### src/rtl/ps2_mouse_pkg.sv
// Shared types and field positions for the PS/2 mouse receiver.
// Receive-state encoding, packet geometry and ps2_mouse word layout.
package ps2_mouse_pkg;

  typedef enum logic [1:0] {
    RX_IDLE,
    RX_DATA,
    RX_PARITY,
    RX_STOP
  } rx_state_e;

  localparam int PKT_BYTES = 3;
  localparam int SYNC_BIT  = 3;

  localparam int TOGGLE = 24;
  localparam int DY_HI  = 23;
  localparam int DY_LO  = 16;
  localparam int DX_HI  = 15;
  localparam int DX_LO  = 8;
  localparam int BTN_L  = 0;
  localparam int BTN_R  = 1;

endpackage

### src/rtl/ps2_rx_byte.sv
// PS/2 device->host byte receiver: pin synchronisers, clock glitch filter, bit FSM, bit timeout.
// Build option PS2_PARITY_CHECK_EN: drop bytes whose odd parity does not match.
module ps2_rx_byte
  import ps2_mouse_pkg::*;
#(
  parameter int FILTER_LEN     = 8,
  parameter int TIMEOUT_CYCLES = 50000
) (
  input  logic       clk,
  input  logic       reset,
  input  logic       ps2_clk_in,
  input  logic       ps2_dat_in,
  output logic       byte_valid,
  output logic [7:0] byte_data,
  output logic       err,
  output logic       rx_busy
);

  localparam int FW = $clog2(FILTER_LEN + 1);
  localparam int TW = $clog2(TIMEOUT_CYCLES + 1);

  logic [1:0]    r_clk_sync;
  logic [1:0]    r_dat_sync;
  logic          r_clk_filt;
  logic          r_clk_filt_d;
  logic [FW-1:0] r_filt_cnt;
  rx_state_e     r_state;
  rx_state_e     w_state_next;
  logic [2:0]    r_bit_cnt;
  logic [7:0]    r_shift;
  logic [TW-1:0] r_to_cnt;
  logic          r_byte_valid;
  logic [7:0]    r_byte_data;
  logic          r_err;
  logic          w_dat;
  logic          w_fall;
  logic          w_timeout;
  logic          w_par_ok;
  logic          w_valid_set;
  logic          w_err_set;

  // Pins idle high, so the synchronisers reset to 1 to avoid a phantom edge.
  // NOTE: sequential state uses non-blocking (<=) so every flop samples pre-edge values.
  always_ff @(posedge clk) begin
    if (reset) begin
      r_clk_sync <= 2'b11;
      r_dat_sync <= 2'b11;
    end else begin
      r_clk_sync <= {r_clk_sync[0], ps2_clk_in};
      r_dat_sync <= {r_dat_sync[0], ps2_dat_in};
    end
  end

  assign w_dat = r_dat_sync[1];

  // Filtered clock flips only after FILTER_LEN consecutive samples disagree with it.
  always_ff @(posedge clk) begin
    if (reset) begin
      r_clk_filt   <= 1'b1;
      r_clk_filt_d <= 1'b1;
      r_filt_cnt   <= '0;
    end else begin
      r_clk_filt_d <= r_clk_filt;
      if (r_clk_sync[1] == r_clk_filt) begin
        r_filt_cnt <= '0;
      end else if (r_filt_cnt == FW'(FILTER_LEN - 1)) begin
        r_clk_filt <= r_clk_sync[1];
        r_filt_cnt <= '0;
      end else begin
        r_filt_cnt <= r_filt_cnt + 1'b1;
      end
    end
  end

  assign w_fall    = r_clk_filt_d & ~r_clk_filt;
  assign w_timeout = (r_state != RX_IDLE) && (r_to_cnt == TW'(TIMEOUT_CYCLES));
  assign rx_busy   = (r_state != RX_IDLE);

  always_ff @(posedge clk) begin
    if (reset || r_state == RX_IDLE || w_fall) begin
      r_to_cnt <= '0;
    end else if (r_to_cnt != TW'(TIMEOUT_CYCLES)) begin
      r_to_cnt <= r_to_cnt + 1'b1;
    end
  end

`ifdef PS2_PARITY_CHECK_EN
  logic r_par_bit;

  always_ff @(posedge clk) begin
    if (reset) begin
      r_par_bit <= 1'b0;
    end else if (w_fall && r_state == RX_PARITY) begin
      r_par_bit <= w_dat;
    end
  end

  assign w_par_ok = ^{r_shift, r_par_bit};
`else
  assign w_par_ok = 1'b1;
`endif

  // NOTE: every always_comb output gets a default first so no path can infer a latch.
  always_comb begin
    w_state_next = r_state;
    w_valid_set  = 1'b0;
    w_err_set    = 1'b0;
    if (w_timeout) begin
      w_state_next = RX_IDLE;
      w_err_set    = 1'b1;
    end else if (w_fall) begin
      case (r_state)
        RX_IDLE:   if (!w_dat) w_state_next = RX_DATA;
        RX_DATA:   if (r_bit_cnt == 3'd7) w_state_next = RX_PARITY;
        RX_PARITY: w_state_next = RX_STOP;
        RX_STOP: begin
          w_state_next = RX_IDLE;
          if (w_dat && w_par_ok) w_valid_set = 1'b1;
          else                   w_err_set   = 1'b1;
        end
        default:   w_state_next = RX_IDLE;
      endcase
    end
  end

  always_ff @(posedge clk) begin
    if (reset) begin
      r_state      <= RX_IDLE;
      r_bit_cnt    <= '0;
      r_shift      <= '0;
      r_byte_valid <= 1'b0;
      r_byte_data  <= '0;
      r_err        <= 1'b0;
    end else begin
      r_state      <= w_state_next;
      r_byte_valid <= w_valid_set;
      r_err        <= w_err_set;
      if (w_valid_set) r_byte_data <= r_shift;
      if (w_fall && !w_timeout) begin
        if (r_state == RX_IDLE) begin
          r_bit_cnt <= '0;
        end else if (r_state == RX_DATA) begin
          r_shift   <= {w_dat, r_shift[7:1]};
          r_bit_cnt <= r_bit_cnt + 1'b1;
        end
      end
    end
  end

  assign byte_valid = r_byte_valid;
  assign byte_data  = r_byte_data;
  assign err        = r_err;

endmodule

### src/rtl/ps2_mouse_rx.sv
// PS/2 mouse receiver top: byte receiver plus 3-byte packet assembler with inter-byte timeout.
// Build option PS2_PARITY_CHECK_EN is honoured inside ps2_rx_byte.
module ps2_mouse_rx
  import ps2_mouse_pkg::*;
#(
  parameter int FILTER_LEN     = 8,
  parameter int TIMEOUT_CYCLES = 50000
) (
  input  logic        clk,
  input  logic        reset,
  input  logic        ps2_clk_in,
  input  logic        ps2_dat_in,
  output logic [24:0] ps2_mouse,
  output logic        byte_valid,
  output logic [7:0]  byte_data,
  output logic        err
);

  localparam int TW = $clog2(TIMEOUT_CYCLES + 1);

  logic          w_byte_valid;
  logic [7:0]    w_byte_data;
  logic          w_err;
  logic          w_rx_busy;
  logic          w_gap_to;
  logic [1:0]    r_idx;
  logic [7:0]    r_b0;
  logic [7:0]    r_b1;
  logic [TW-1:0] r_gap_cnt;
  logic [24:0]   r_mouse;

  ps2_rx_byte #(
    .FILTER_LEN     (FILTER_LEN),
    .TIMEOUT_CYCLES (TIMEOUT_CYCLES)
  ) u_rx_byte (
    .clk        (clk),
    .reset      (reset),
    .ps2_clk_in (ps2_clk_in),
    .ps2_dat_in (ps2_dat_in),
    .byte_valid (w_byte_valid),
    .byte_data  (w_byte_data),
    .err        (w_err),
    .rx_busy    (w_rx_busy)
  );

  // The gap timer runs only while the line is idle, since a single frame outlasts the timeout.
  assign w_gap_to = (r_idx != 2'd0) && (r_gap_cnt == TW'(TIMEOUT_CYCLES));

  always_ff @(posedge clk) begin
    if (reset) begin
      r_idx     <= '0;
      r_b0      <= '0;
      r_b1      <= '0;
      r_gap_cnt <= '0;
      r_mouse   <= '0;
    end else begin
      if (w_err || w_byte_valid || w_rx_busy || r_idx == 2'd0) begin
        r_gap_cnt <= '0;
      end else if (!w_gap_to) begin
        r_gap_cnt <= r_gap_cnt + 1'b1;
      end

      if (w_err || w_gap_to) begin
        r_idx <= '0;
      end else if (w_byte_valid) begin
        if (r_idx == 2'd0) begin
          if (w_byte_data[SYNC_BIT]) begin
            r_b0  <= w_byte_data;
            r_idx <= 2'd1;
          end
        end else if (r_idx != 2'(PKT_BYTES - 1)) begin
          r_b1  <= w_byte_data;
          r_idx <= r_idx + 1'b1;
        end else begin
          r_mouse[TOGGLE]      <= ~r_mouse[TOGGLE];
          r_mouse[DY_HI:DY_LO] <= w_byte_data;
          r_mouse[DX_HI:DX_LO] <= r_b1;
          r_mouse[DX_LO-1:0]   <= r_b0;
          r_idx                <= '0;
        end
      end
    end
  end

  assign ps2_mouse  = r_mouse;
  assign byte_valid = w_byte_valid;
  assign byte_data  = w_byte_data;
  assign err        = w_err;

endmodule

### config.mk
export PLATFORM = sky130hd
export DESIGN_NAME = ps2_mouse_rx
export DESIGN_NICKNAME = d
export VERILOG_FILES = /design/src/rtl/ps2_mouse_pkg.sv /design/src/rtl/ps2_rx_byte.sv /design/src/rtl/ps2_mouse_rx.sv
export SDC_FILE = /design/constraint.sdc
export NUM_CORES = 1
export LEC_CHECK = 0
export ABC_CLOCK_PERIOD_IN_PS = 4200
export BUFFER_PORTS_ARGS = -buffer_cell sky130_fd_sc_hd__buf_2
export CAP_MARGIN = 10
export CORE_ASPECT_RATIO = 0.9
export CORE_UTILIZATION = 45
export CTS_CLUSTER_DIAMETER = 60
export DETAILED_ROUTE_END_ITERATION = 7
export GPL_TIMING_DRIVEN = 0
export PLACE_DENSITY = 0.75
export SETUP_SLACK_MARGIN = 0.15
export SYNTH_ARGS = -nofsm -noshare
export SYNTH_HDL_FRONTEND = slang
export SYNTH_SLANG_ARGS = --single-unit
### constraint.sdc
create_clock -name clk -period 4.2 [get_ports clk]
set_input_delay 0.21 -clock clk [delete_from_list [all_inputs] [get_ports clk]]
set_output_delay 0.21 -clock clk [all_outputs]
set_load 0.02 [all_outputs]
==> impl_metrics.json <==
{
  "status": "complete, no violations",
  "setup.worst_path.end_class": "flip-flop",
  "antenna_found_initial": 0,
  "vias_per_cell": 5.167,
  "final_nets": 532,
  "max-cap-violations": 0,
  "ys_warn_count": 0,
  "async_flop_share": 0,
  "whs_path_depth": 2,
  "syn2layout_area_growth_pct": 13.92,
  "grt_pass1_wl_microns": 14550,
  "synth_edf_count": 0,
  "rows": 34,
  "path_cells": "inv_1 -> ha_1 -> or4b_1 -> or2_1 -> buf_6 -> or4_1 -> nand2_1",
  "grt-busiest-layer": "met2",
  "gp_congestion": 0.7848,
  "cts_buffers": 9,
  "die_w_microns": 108.2,
  "clk_pin_slew_ns": 0.07,
  "gr-usage-met3": 0.03689,
  "internal_power_w": 0.001464,
  "cts_resized": 0,
  "drv_slew": 0,
  "n_antenna_cell": 0,
  "p_seq_frac": 0.554,
  "setup_tns_ns": 0,
  "clock_sinks": 108,
  "die_h_microns": 97.57,
  "ios": 39,
  "rsz0062_at_grt": "false",
  "postLayoutSetupSlackWorst_ns": 1.949,
  "p_clk_frac": 0.432,
  "worst_r2r_path_depth": 7,
  "ir_drop_mv": 0.2069,
  "drive_gt1_frac": 0.1228,
  "tightest_slew_ns": 0.6853,
  "clock_latency_ns": 0.35,
  "syn_nets": 483,
  "cts_tree": "done",
  "p_leak_nw": 2.065,
  "initial_core_util": 0.4668,
  "ys_seq_area_frac": 0.4734,
  "hold_path_class": "primary input to flip-flop",
  "yosysTopAreaCellShare": 0.4734,
  "grt_pass1_vias": 3157,
  "timing.final.crit_share": 0.5359,
  "wl_microns": 8585,
  "netlist_instances": 467,
  "first_pass_iters": 4,
  "cts_root_buffer": "clkbuf_16",
  "grt_usage": 0.1744,
  "start_kind": "flip-flop",
  "r2r_slack_ns": 1.95,
  "wire_per_inst_microns": 13.27,
  "synth.avg_cell_area_sq_um": 9.779,
  "cp_data_arrival_time_ns": 2.54,
  "ys_ff_latch": 108,
  "h-tree-depth": 3,
  "final.min_clock_period_ns": 2.251,
  "netlist_area_sq_mm": 0.004567,
  "p_comb_frac": 0.014,
  "synth.distinct_cells": 41,
  "worstPathMaxFanout": 7,
  "grt.overflow.total": 0,
  "crit_required_ns": 4.49,
  "grt.met1_usage": 0.2289,
  "regArea_sq_mm": 0.002162,
  "pre_cts_ws_ns": 1.980,
  "vias": 3343,
  "setup_viol": 0,
  "crit_type": "flip-flop to flip-flop",
  "final_hold_viol_count": 0,
  "multi_input_area_sq_mm": 0.002258,
  "fp.coreArea_sq_mm": 0.009784,
  "fmax_mhz": 444.3,
  "p_per_area_mw_per_mm2": 355.9,
  "hpwl_microns": 6378,
  "p_sw_w": 0.0003881,
  "finClkSkew_ns": 0.009370,
  "max_stage_delay_ns": 0.50,
  "synthFlopType": "dfxtp_1",
  "nFillCells": 896,
  "ant_nets": 0,
  "grt_max_degree": 19,
  "p_sw_frac": 0.2096,
  "slew_headroom": 0.5431,
  "clock_tree.buffer_depth": 2,
  "drt_iter0_drc": 79,
  "synthTopCellsByArea": "dfxtp_1 (47%), mux2i_1 (12%), nand2b_1 (8.1%), ha_1 (3.3%), nor2_1 (3.3%)",
  "cpMaxStageDelayCell": "or4_1",
  "die_area_sq_mm": 0.01056,
  "drcViolationCount": 0,
  "grt.met2_usage": 0.2832,
  "port_buffers": 38,
  "ctsHoldBuffers": 0,
  "cts_setup_buffers": 0,
  "yosysTopAreaCell": "dfxtp_1"
}
power by group through the flow:
stage	Clock [W]	Sequential, W	Combinational, W
3_5_place_dp	0	0.00105	0.0000264
5_1_grt	0.000858	0.00103	0.0000288
4_1_cts	0.000816	0.00103	0.0000266
6_report	0.000799	0.00103	0.0000262
2_1_floorplan	0	0.00105	0.0000185
3_3_place_gp	0	0.00105	0.0000261
cells in the mapped netlist (7+ instances only):
library cell	number
dfxtp_1	108
nand2b_1	59
mux2i_1	57
nor2_1	40
nand3_1	20
clkbuf_1	19
xor2_1	17
a21oi_1	16
nand2_1	14
inv_1	13
ha_1	12
and3_1	9
o21ai_0	8
nand4_1	7
or3_1	7
final timing paths:
kind	from	end
worst min-delay path	ps2_dat_in	u_rx_byte.r_dat_sync[0]$_SDFF_PP1_
worst max register to register	u_rx_byte.r_state[0]$_SDFFE_PP0P_	r_gap_cnt[14]$_SDFFE_PP0N_
worst max-delay path	u_rx_byte.r_state[0]$_SDFFE_PP0P_	r_gap_cnt[14]$_SDFFE_PP0N_
worst min register to register	u_rx_byte.r_dat_sync[0]$_SDFF_PP1_	u_rx_byte.r_dat_sync[1]$_SDFF_PP1_
state kept, by name, indices dropped and copies added, names as in the netlist, 3 cells and up:
register	cells
u_rx_byte.r_filt_cnt	4
u_rx_byte.r_shift	8
u_rx_byte.r_to_cnt	16
r_gap_cnt	16
u_rx_byte.r_bit_cnt	3
u_rx_byte.byte_data	8
r_b0	8
r_b1	8
ps2_mouse	25
metal layers:
| metal | vias to the layer above | share of wire |
|---|---|---|
| met5 | - | 0 |
| met4 | 0 | 0.013 |
| met3 | 11 | 0.031 |
| met2 | 48 | 0.46 |
| met1 | 1572 | 0.49 |
| li1 | 1712 | - |
critical path, delay by kind of cell, from the launching register on:
kind | cells | cell delay, ns
buffers and inverters | 2 | 0.25
adder cells (fa/ha/maj) | 1 | 0.31
flip-flops | 1 | 0.34
AND/OR/NAND/NOR | 4 | 1.30
placed cells by master, fill, tap and decap left out, drive strengths merged, types with 3 or more instances in the layout:
cell,n
ha,12
a21oi,17
nor3,4
buf,41
mux2i,57
clkinv,3
inv,14
nor4bb,3
nand2b,59
or3,7
nor4,5
xnor2,5
o211ai,6
and3,9
or4,4
clkbuf,30
nor2b,5
nor2,40
nand4,7
o21ai,8
or2,6
nand3b,3
nand2,14
and4,5
nand3,20
dfxtp,108
xor2,17
through the flow:
step / util / instance area (sq um) / cells / total power, W / hold WS [ns]
2_1_floorplan: - / 4567 / 467 / 0.001068 / 0.3138
3_3_place_gp: 0.5023 / 4915 / 631 / 0.001076 / 0.3926
3_5_place_dp: 0.5023 / 4915 / 631 / 0.001077 / 0.3923
4_1_cts: 0.5317 / 5202 / 647 / 0.001869 / 0.04274
5_1_grt: 0.5317 / 5202 / 647 / 0.001913 / 0.03931
6_report: 0.5317 / 5202 / 647 / 0.001852 / 0.04349
cell type report:
class / count / share of cell area
sequential: 108 / 0.4156
buffer: 22 / 0.01876
clock buffer: 11 / 0.04666
inverter: 13 / 0.009380
multi-input combinational: 324 / 0.4341
clock inverter: 5 / 0.008658
timing repair buffer: 38 / 0.03656
tap: 126 / 0.03030
logic make-up (layout without fill, tap and decap cells):
| logic type | Yosys count | in the layout | synth area share |
|---|---|---|---|
| simple gates | 192 | 192 | 0.2348 |
| flops | 108 | 108 | 0.4734 |
| mux | 58 | 58 | 0.1274 |
| compound gates | 40 | 40 | 0.05726 |
| buf+inv | 35 | 89 | 0.03205 |
| xor+xnor | 22 | 22 | 0.04219 |
| fa+ha+maj | 12 | 12 | 0.03288 |
(Power assumes the default switching activity.)
